<file path="src/rtl/dp_tile_sequencer.sv">
// dp_tile_sequencer: streams L tiles of N elements through an external
// combinational DotProduct and accumulates the per-tile results into a wide
// signed sum, presented on a valid/ready result port.
// Optional build macro: DP_TILE_SEQ_SAT_EN (saturating accumulation + sat_flag).
module dp_tile_sequencer #(
  parameter int N          = 4,
  parameter int DATA_WIDTH = 8,
  parameter int ACC_WIDTH  = 32,
  parameter int OUT_WIDTH  = 48,
  parameter int MAX_TILES  = 255,
  parameter int LEN_W      = $clog2(MAX_TILES + 1)
) (
  input  logic                      clk,
  input  logic                      rst_n,
  input  logic                      start,
  input  logic [LEN_W-1:0]          cfg_len,
  output logic                      cfg_ready,
  input  logic                      abort,
  input  logic                      in_valid,
  output logic                      in_ready,
  input  logic [N*DATA_WIDTH-1:0]   in_x,
  input  logic [N*DATA_WIDTH-1:0]   in_w,
  output logic [N*DATA_WIDTH-1:0]   dp_x,
  output logic [N*DATA_WIDTH-1:0]   dp_w,
  input  logic [ACC_WIDTH-1:0]      dp_res,
  output logic                      out_valid,
  input  logic                      out_ready,
  output logic [OUT_WIDTH-1:0]      out_data,
  output logic [LEN_W-1:0]          tiles_done,
  output logic                      busy
`ifdef DP_TILE_SEQ_SAT_EN
  ,
  output logic                      sat_flag
`endif
);

  typedef enum logic [1:0] {IDLE, RUN, DONE} state_t;

  state_t                       state, state_d;
  logic                         clear_job, load_len, accum, last_tile;
  logic [LEN_W-1:0]             len_q, len_clamped;
  logic signed [OUT_WIDTH-1:0]  acc, acc_next, dp_ext;

  // The datapath is combinational: operands pass straight through and the
  // result is consumed in the same cycle as the tile handshake.
  assign dp_x = in_x;
  assign dp_w = in_w;

  // Size cast of a signed value sign-extends the tile result to the accumulator.
  assign dp_ext = OUT_WIDTH'(signed'(dp_res));

  assign last_tile = (tiles_done == len_q - LEN_W'(1));
  assign busy      = (state != IDLE);
  assign out_data  = acc;

  // Clamp an oversized tile count to the largest legal job.
  always_comb begin
    len_clamped = cfg_len;
    if ({1'b0, cfg_len} > (LEN_W + 1)'(MAX_TILES)) len_clamped = LEN_W'(MAX_TILES);
  end

`ifdef DP_TILE_SEQ_SAT_EN
  localparam logic signed [OUT_WIDTH-1:0] MAX_POS = {1'b0, {(OUT_WIDTH-1){1'b1}}};
  localparam logic signed [OUT_WIDTH-1:0] MIN_NEG = {1'b1, {(OUT_WIDTH-1){1'b0}}};

  logic signed [OUT_WIDTH:0] sum_wide;
  logic                      clamp, sat_q;

  // Saturating add: one guard bit detects overflow; once clamped, the sum
  // stays pinned for the remainder of the job.
  always_comb begin
    sum_wide = {acc[OUT_WIDTH-1], acc} + {dp_ext[OUT_WIDTH-1], dp_ext};
    clamp    = sum_wide[OUT_WIDTH] ^ sum_wide[OUT_WIDTH-1];
    acc_next = sum_wide[OUT_WIDTH-1:0];
    if (sat_q)      acc_next = acc;
    else if (clamp) acc_next = sum_wide[OUT_WIDTH] ? MIN_NEG : MAX_POS;
  end

  assign sat_flag = sat_q && (state == DONE);
`else
  assign acc_next = acc + dp_ext;
`endif

  // State register.
  always_ff @(posedge clk) begin
    // NOTE: sequential state uses non-blocking assignments so every register
    // samples pre-edge values regardless of block ordering.
    if (!rst_n) state <= IDLE;
    else        state <= state_d;
  end

  // Next-state and handshake decode; abort outranks start and the last tile.
  always_comb begin
    // NOTE: every output of this block gets a default first, so no path can
    // leave a signal unassigned and infer a latch.
    state_d   = state;
    cfg_ready = 1'b0;
    in_ready  = 1'b0;
    out_valid = 1'b0;
    clear_job = 1'b0;
    load_len  = 1'b0;
    accum     = 1'b0;
    unique case (state)
      IDLE: begin
        cfg_ready = 1'b1;
        if (start && !abort) begin
          clear_job = 1'b1;
          load_len  = 1'b1;
          state_d   = (cfg_len == '0) ? DONE : RUN;
        end
      end
      RUN: begin
        in_ready = 1'b1;
        if (abort) begin
          clear_job = 1'b1;
          state_d   = IDLE;
        end else if (in_valid) begin
          accum = 1'b1;
          if (last_tile) state_d = DONE;
        end
      end
      DONE: begin
        out_valid = 1'b1;
        if (abort) begin
          clear_job = 1'b1;
          state_d   = IDLE;
        end else if (out_ready) begin
          state_d = IDLE;
        end
      end
      default: state_d = IDLE;
    endcase
  end

  // Job registers: cleared on start/abort, updated on each accepted tile,
  // otherwise held (including after the result has been consumed).
  always_ff @(posedge clk) begin
    if (!rst_n) begin
      acc        <= '0;
      tiles_done <= '0;
      len_q      <= '0;
`ifdef DP_TILE_SEQ_SAT_EN
      sat_q      <= 1'b0;
`endif
    end else if (clear_job) begin
      acc        <= '0;
      tiles_done <= '0;
      if (load_len) len_q <= len_clamped;
`ifdef DP_TILE_SEQ_SAT_EN
      sat_q      <= 1'b0;
`endif
    end else if (accum) begin
      acc        <= acc_next;
      tiles_done <= tiles_done + LEN_W'(1);
`ifdef DP_TILE_SEQ_SAT_EN
      sat_q      <= sat_q | clamp;
`endif
    end
  end

endmodule

</file>
<file path="config.mk">
export PLATFORM = sky130hd
export DESIGN_NAME = dp_tile_sequencer
export DESIGN_NICKNAME = d
export VERILOG_FILES = /design/src/rtl/dp_tile_sequencer.sv
export SDC_FILE = /design/constraint.sdc
export NUM_CORES = 1
export LEC_CHECK = 0
export BUFFER_PORTS_ARGS = -buffer_cell sky130_fd_sc_hd__clkbuf_2
export CAP_MARGIN = 20
export CORE_MARGIN = 8
export CORE_UTILIZATION = 45
export DETAILED_ROUTE_END_ITERATION = 10
export PLACE_DENSITY_LB_ADDON = 0.25
export SLEW_MARGIN = 10
export SYNTH_ARGS = -nofsm -noshare
export SYNTH_HDL_FRONTEND = slang
export SYNTH_SLANG_ARGS = --single-unit
</file>
<file path="constraint.sdc">
create_clock -name clk -period 5.4 [get_ports clk]
set_input_delay 0.27 -clock clk [delete_from_list [all_inputs] [get_ports clk]]
set_output_delay 0.27 -clock clk [all_outputs]
set_load 0.05 [all_outputs]
</file>
Word level (Yosys, flattened, before mapping)
Cells that the tools add are included.
Widths: inputs -> output; s select.
- output and inout bits: 124
- word-level logic and storage cells: 42
- register bits after elaboration: 66
- equality and inequality tests: 7
- add/subtract/negate cells: 3
- mux-type cells: 18
- bitwise logic cells: 1
- reduce and logical (&&, ||, !) cells: 9
- operator list (cell ; number):
    $add 48x32->48 ; 1
    $mux 2 ; 7
    $mux 1 ; 9
    $ne 3x3->1 const B ; 3
    $add 8x1->8 const B ; 1
    $eq 8x8->1 ; 1
    $logic_not 8->1 ; 1
    $sub 8x1->8 const B ; 1
    $pmux 2 s3 ; 1
    $reduce_and 4->1 ; 1
    $reduce_or 2->1 ; 2
    $eq 2x1->1 const B ; 1
    $eq 2x2->1 const B ; 1
    $logic_not 2->1 ; 1
    $ne 2x2->1 const B ; 1
    $pmux 1 s2 ; 1
    $reduce_and 2->1 ; 1
    $reduce_bool 2->1 ; 1
    $logic_and 1x1->1 ; 1
    $logic_not 1->1 ; 1
    $not 1->1 ; 1

Longest topological paths before layout
- depth in word-level cells: 6
- depth in mapped cells: 11
- gate-level depth less buffers: 11

Worst setup path before layout
OpenSTA, ideal clock, no wires.
- path kind: flip-flop to flip-flop
- start point: register state[0]
- end point: register acc[30] (netlist: out_data[30])
- data required time: 5.283 ns
- arrival: 2.935 ns
- clock period less this slack: 3.052 ns
- slack: 2.348 ns
- path buffers: 3
- setup time: 0.117 ns
- stages on the path, launching flop included: 12
- cell sequence: dfxtp_1 inv_1 ha_1 inv_1 or2_2 clkbuf_1 a21boi_0 o21ai_0 clkbuf_8 nor2_1 clkbuf_1 a22o_1
- longest elaborated chain between the ends: 4
- elaborated cells on any way between the ends: 7
- those cells by class: 2 x eq/ne; 2 x mux; 3 x reduce/logical
- RTL lines (element ; RTL line ; text):
    from (decl) ; 39 ; state_t state, state_d;
    from (signal assigned) ; 89 ; else state <= state_d;
    $eq 2x2->1 / $eq 2x1->1 (equally long branches) ; 103 ; unique case (state)
    $reduce_or 2->1 (no line) ; n/a ;
    $pmux 1 s2 ; 103 ;
    $reduce_or 2->1 (no line) ; n/a ;
    to (signal assigned) ; 153 ; acc <= acc_next;
    to (decl) ; 42 ; logic signed [OUT_WIDTH-1:0] acc, acc_next, dp_ext;
Several ways; a longest one is shown, not always the timed one.
A chain may end at the register's enable or synchronous reset.

Worst setup path after layout
- start point: register acc[0] (netlist: out_data[0])
- end point: register acc[26] (netlist: out_data[26])
- longest elaborated chain between the ends: 1
- RTL lines (element ; RTL line ; text):
    $add 48x32->48 ; 81 ; assign acc_next = acc + dp_ext;
No other way between the ends.

==> metrics.txt <==
status=finished, final reports clean; CTS root buf=clkbuf_16; Worst Hold Class=in -> reg; final wirelength=15,600 um; slack of the critical path=between 2 and 2.5 ns; pre-CTS WS=around 2.1 ns; first-pass GRT wire length=approximately 25,000 um; worst-case headroom to the max-slew limit=30.1%; unrepaired setup endpoints after global routing=false; Hold Buf Count CTS=0; P_sw=around 0.74 mW; register area share after synthesis=22.6%; share of post-route cells with drive strength above 1=17.6%; area of the mapped netlist=0.00585 sq mm; per-cell routed wire length=16.6 um; leakage=2.94 nW; via count=5,323; Synth Register Bits=66; most frequent cell after synthesis=nand2_1; ys flop type=dfxtp_1; pin count of the biggest net entering global routing=48; power per standard cell area=a little over 300 mW/mm^2; DP Area=0.00591 sq mm; Slew @ Worst Pin=about 1.0 ns; # fillers=1,276; Syn Nets=911; 1st-iter DRT viols=333; diode count=0; Final nets=926; initial antenna violation count=0; Final Core Density=49.3%; Post-synth top cells=nand2_1 (98), a21oi_1 (90), buf_4 (66), dfxtp_1 (66), ha_1 (53); Pint=approximately 1.2 mW; average cell area after synthesis=7.84 sq um; area of the die=around 0.017 sq mm; global route overflow=0; Setup crit start kind=register; Die Span Y=130 um; share of async-settable or async-resettable flops after synthesis=0%; Clk pin slew, worst setup/hold paths=roughly 0.06 ns; Comb pwr share=a little over a third; Final Hold Violating Endpoints=0; IO buf count=between 100 and 150; site row count=41; Yosys top cell by area=dfxtp_1; Setup crit end kind=register; switching part of the total power=37.9%; library cells used by synthesis=62; top post-synthesis cells by area=dfxtp_1 (23%), ha_1 (11%), buf_4 (8.5%); gp weighted congestion=around 0.89; design area=between 0.006 and 0.007 sq mm; max_cap viols=0; top-area cell type share of the netlist area=22.6%; min Tclk post-route=3.31 ns; worst-case clock buffer depth=2; sequential share of power=28.8%; Post-DRT Antenna Nets=0; H-tree levels=3; vias per cell=around 5.7; core area=0.0127 sq mm; fmax=302 MHz; Non-Filler Instances=938; clk sinks=66; Inst Count DP=923; Horiz. Die Dim=between 100 and 150 um; GRT Resource Usage Total=18.3%; Final Skew=between 0.007 and 0.008 ns; detailed-route DRC error count=0; Post-CTS Setup Repair Bufs=0; Synthesis Warnings=0; Post-synth EDFFs=0; Worst VDD drop=163 uV; Period Utilization, post-route=61.3%; Layout area overhead=6.73%; CTS tree=yes; crit path max fanout=3; post-cts sizing count=0; total design power=1.95 mW; hold slack=just over 0.2 ns; Pre-antenna DRT Iters=5; worst-skew pair later-pin latency=0.34 ns; Initial Utilization=a little under half; Post-DP HPWL=11,600 um; Required @ worst endpoint=5.66 ns; final setup fails=0; vias in the first global route=5,151; Gate Count Post-Synth=747; fin. max-slew vios=0; Inserted Clock Buffers=9; CP Class=reg -> reg; # IOs=roughly 230; clock share of power=a little over a third; post-route setup TNS=0 ns; arrival time at the worst endpoint=approximately 3.6 ns
==> power groups by stage <==
stage                     sequential, mW  clock (mW)  combinational [mW]
after CTS                          0.560       0.702               0.701
final                              0.560       0.687               0.701
after global routing               0.566       0.721               0.764
after global placement             0.569           0               0.688
after floorplan                    0.641           0               0.603
after detailed placement           0.571           0               0.697
==> critical path: stages (launching register included) <==
cell and delay, ns:
dfxtp_1 0.32, ha_1 0.23, fa_1 0.43, a21oi_1 0.20, o21ai_0 0.15, a221oi_1 0.48
o21ai_0 0.26, a221oi_1 0.49, o31a_1 0.22, a21oi_1 0.09, xnor2_1 0.13, a211oi_1 0.22
==> kinds of logic after synthesis <==
| family | after synthesis | synth area share (%) |
|---|---|---|
| and+or+nand+nor | 215 | 17.2 |
| AOI/OAI and AO/OA | 219 | 24.2 |
| DFF | 66 | 22.6 |
| muxes | 10 | 1.71 |
| adders and majority gates | 54 | 11.7 |
| xor gates and xnor gates | 61 | 9.13 |
| buffers and inverters | 122 | 13.5 |
==> worst paths after layout <==
kind	startpoint	to	slack, ns	cells past startpoint
setup / recovery	out_data[0]$_SDFFE_PP0P_	out_data[26]$_SDFFE_PP0P_	2.09	11
hold / removal	cfg_len[5]	len_q[5]$_SDFFE_PN0P_	0.20	3
setup reg to reg	out_data[0]$_SDFFE_PP0P_	out_data[26]$_SDFFE_PP0P_	2.09	11
hold reg to reg	out_data[47]$_SDFFE_PP0P_	out_data[47]$_SDFFE_PP0P_	0.47	2
==> cell type report <==
cell class,count,area [sq um],area share (%)
Multi-Input combinational cell,559,3750,60.1
Clock inverter,5,103,1.64
Clock buffer,10,239,3.83
Tap cell,172,215,3.44
Timing Repair Buffer,108,548,8.77
Sequential cell,66,1320,21.1
Inverter,18,67.6,1.08
==> flip-flops by register name (all words and copies together), names as in the netlist <==
register and flops:
out_data 48, tiles_done 8, state 2, len_q 8
==> cell usage in the layout, fill, tap and decap left out, types with 11 or more instances in the layout <==
master / n
clkbuf_2: 105
nand2_1: 98
a21oi_1: 90
dfxtp_1: 66
ha_1: 53
xnor2_1: 39
nor2_1: 36
a21o_1: 27
xor2_1: 22
o21ai_0: 21
nand4_1: 18
inv_1: 18
nor2b_1: 13
a22o_1: 13
a31oi_1: 11
==> layer usage <==
metal | global-route usage, % | up-vias | wire (um)
met5 | 0 | - | 0
met4 | 8.20 | 0 | 365
met3 | 4.00 | 43 | 993
met2 | 29.6 | 181 | 7020
met1 | 23.0 | 2481 | 7200
li1 | - | 2618 | -
No activity file was read; power rests on OpenSTA's default activity.
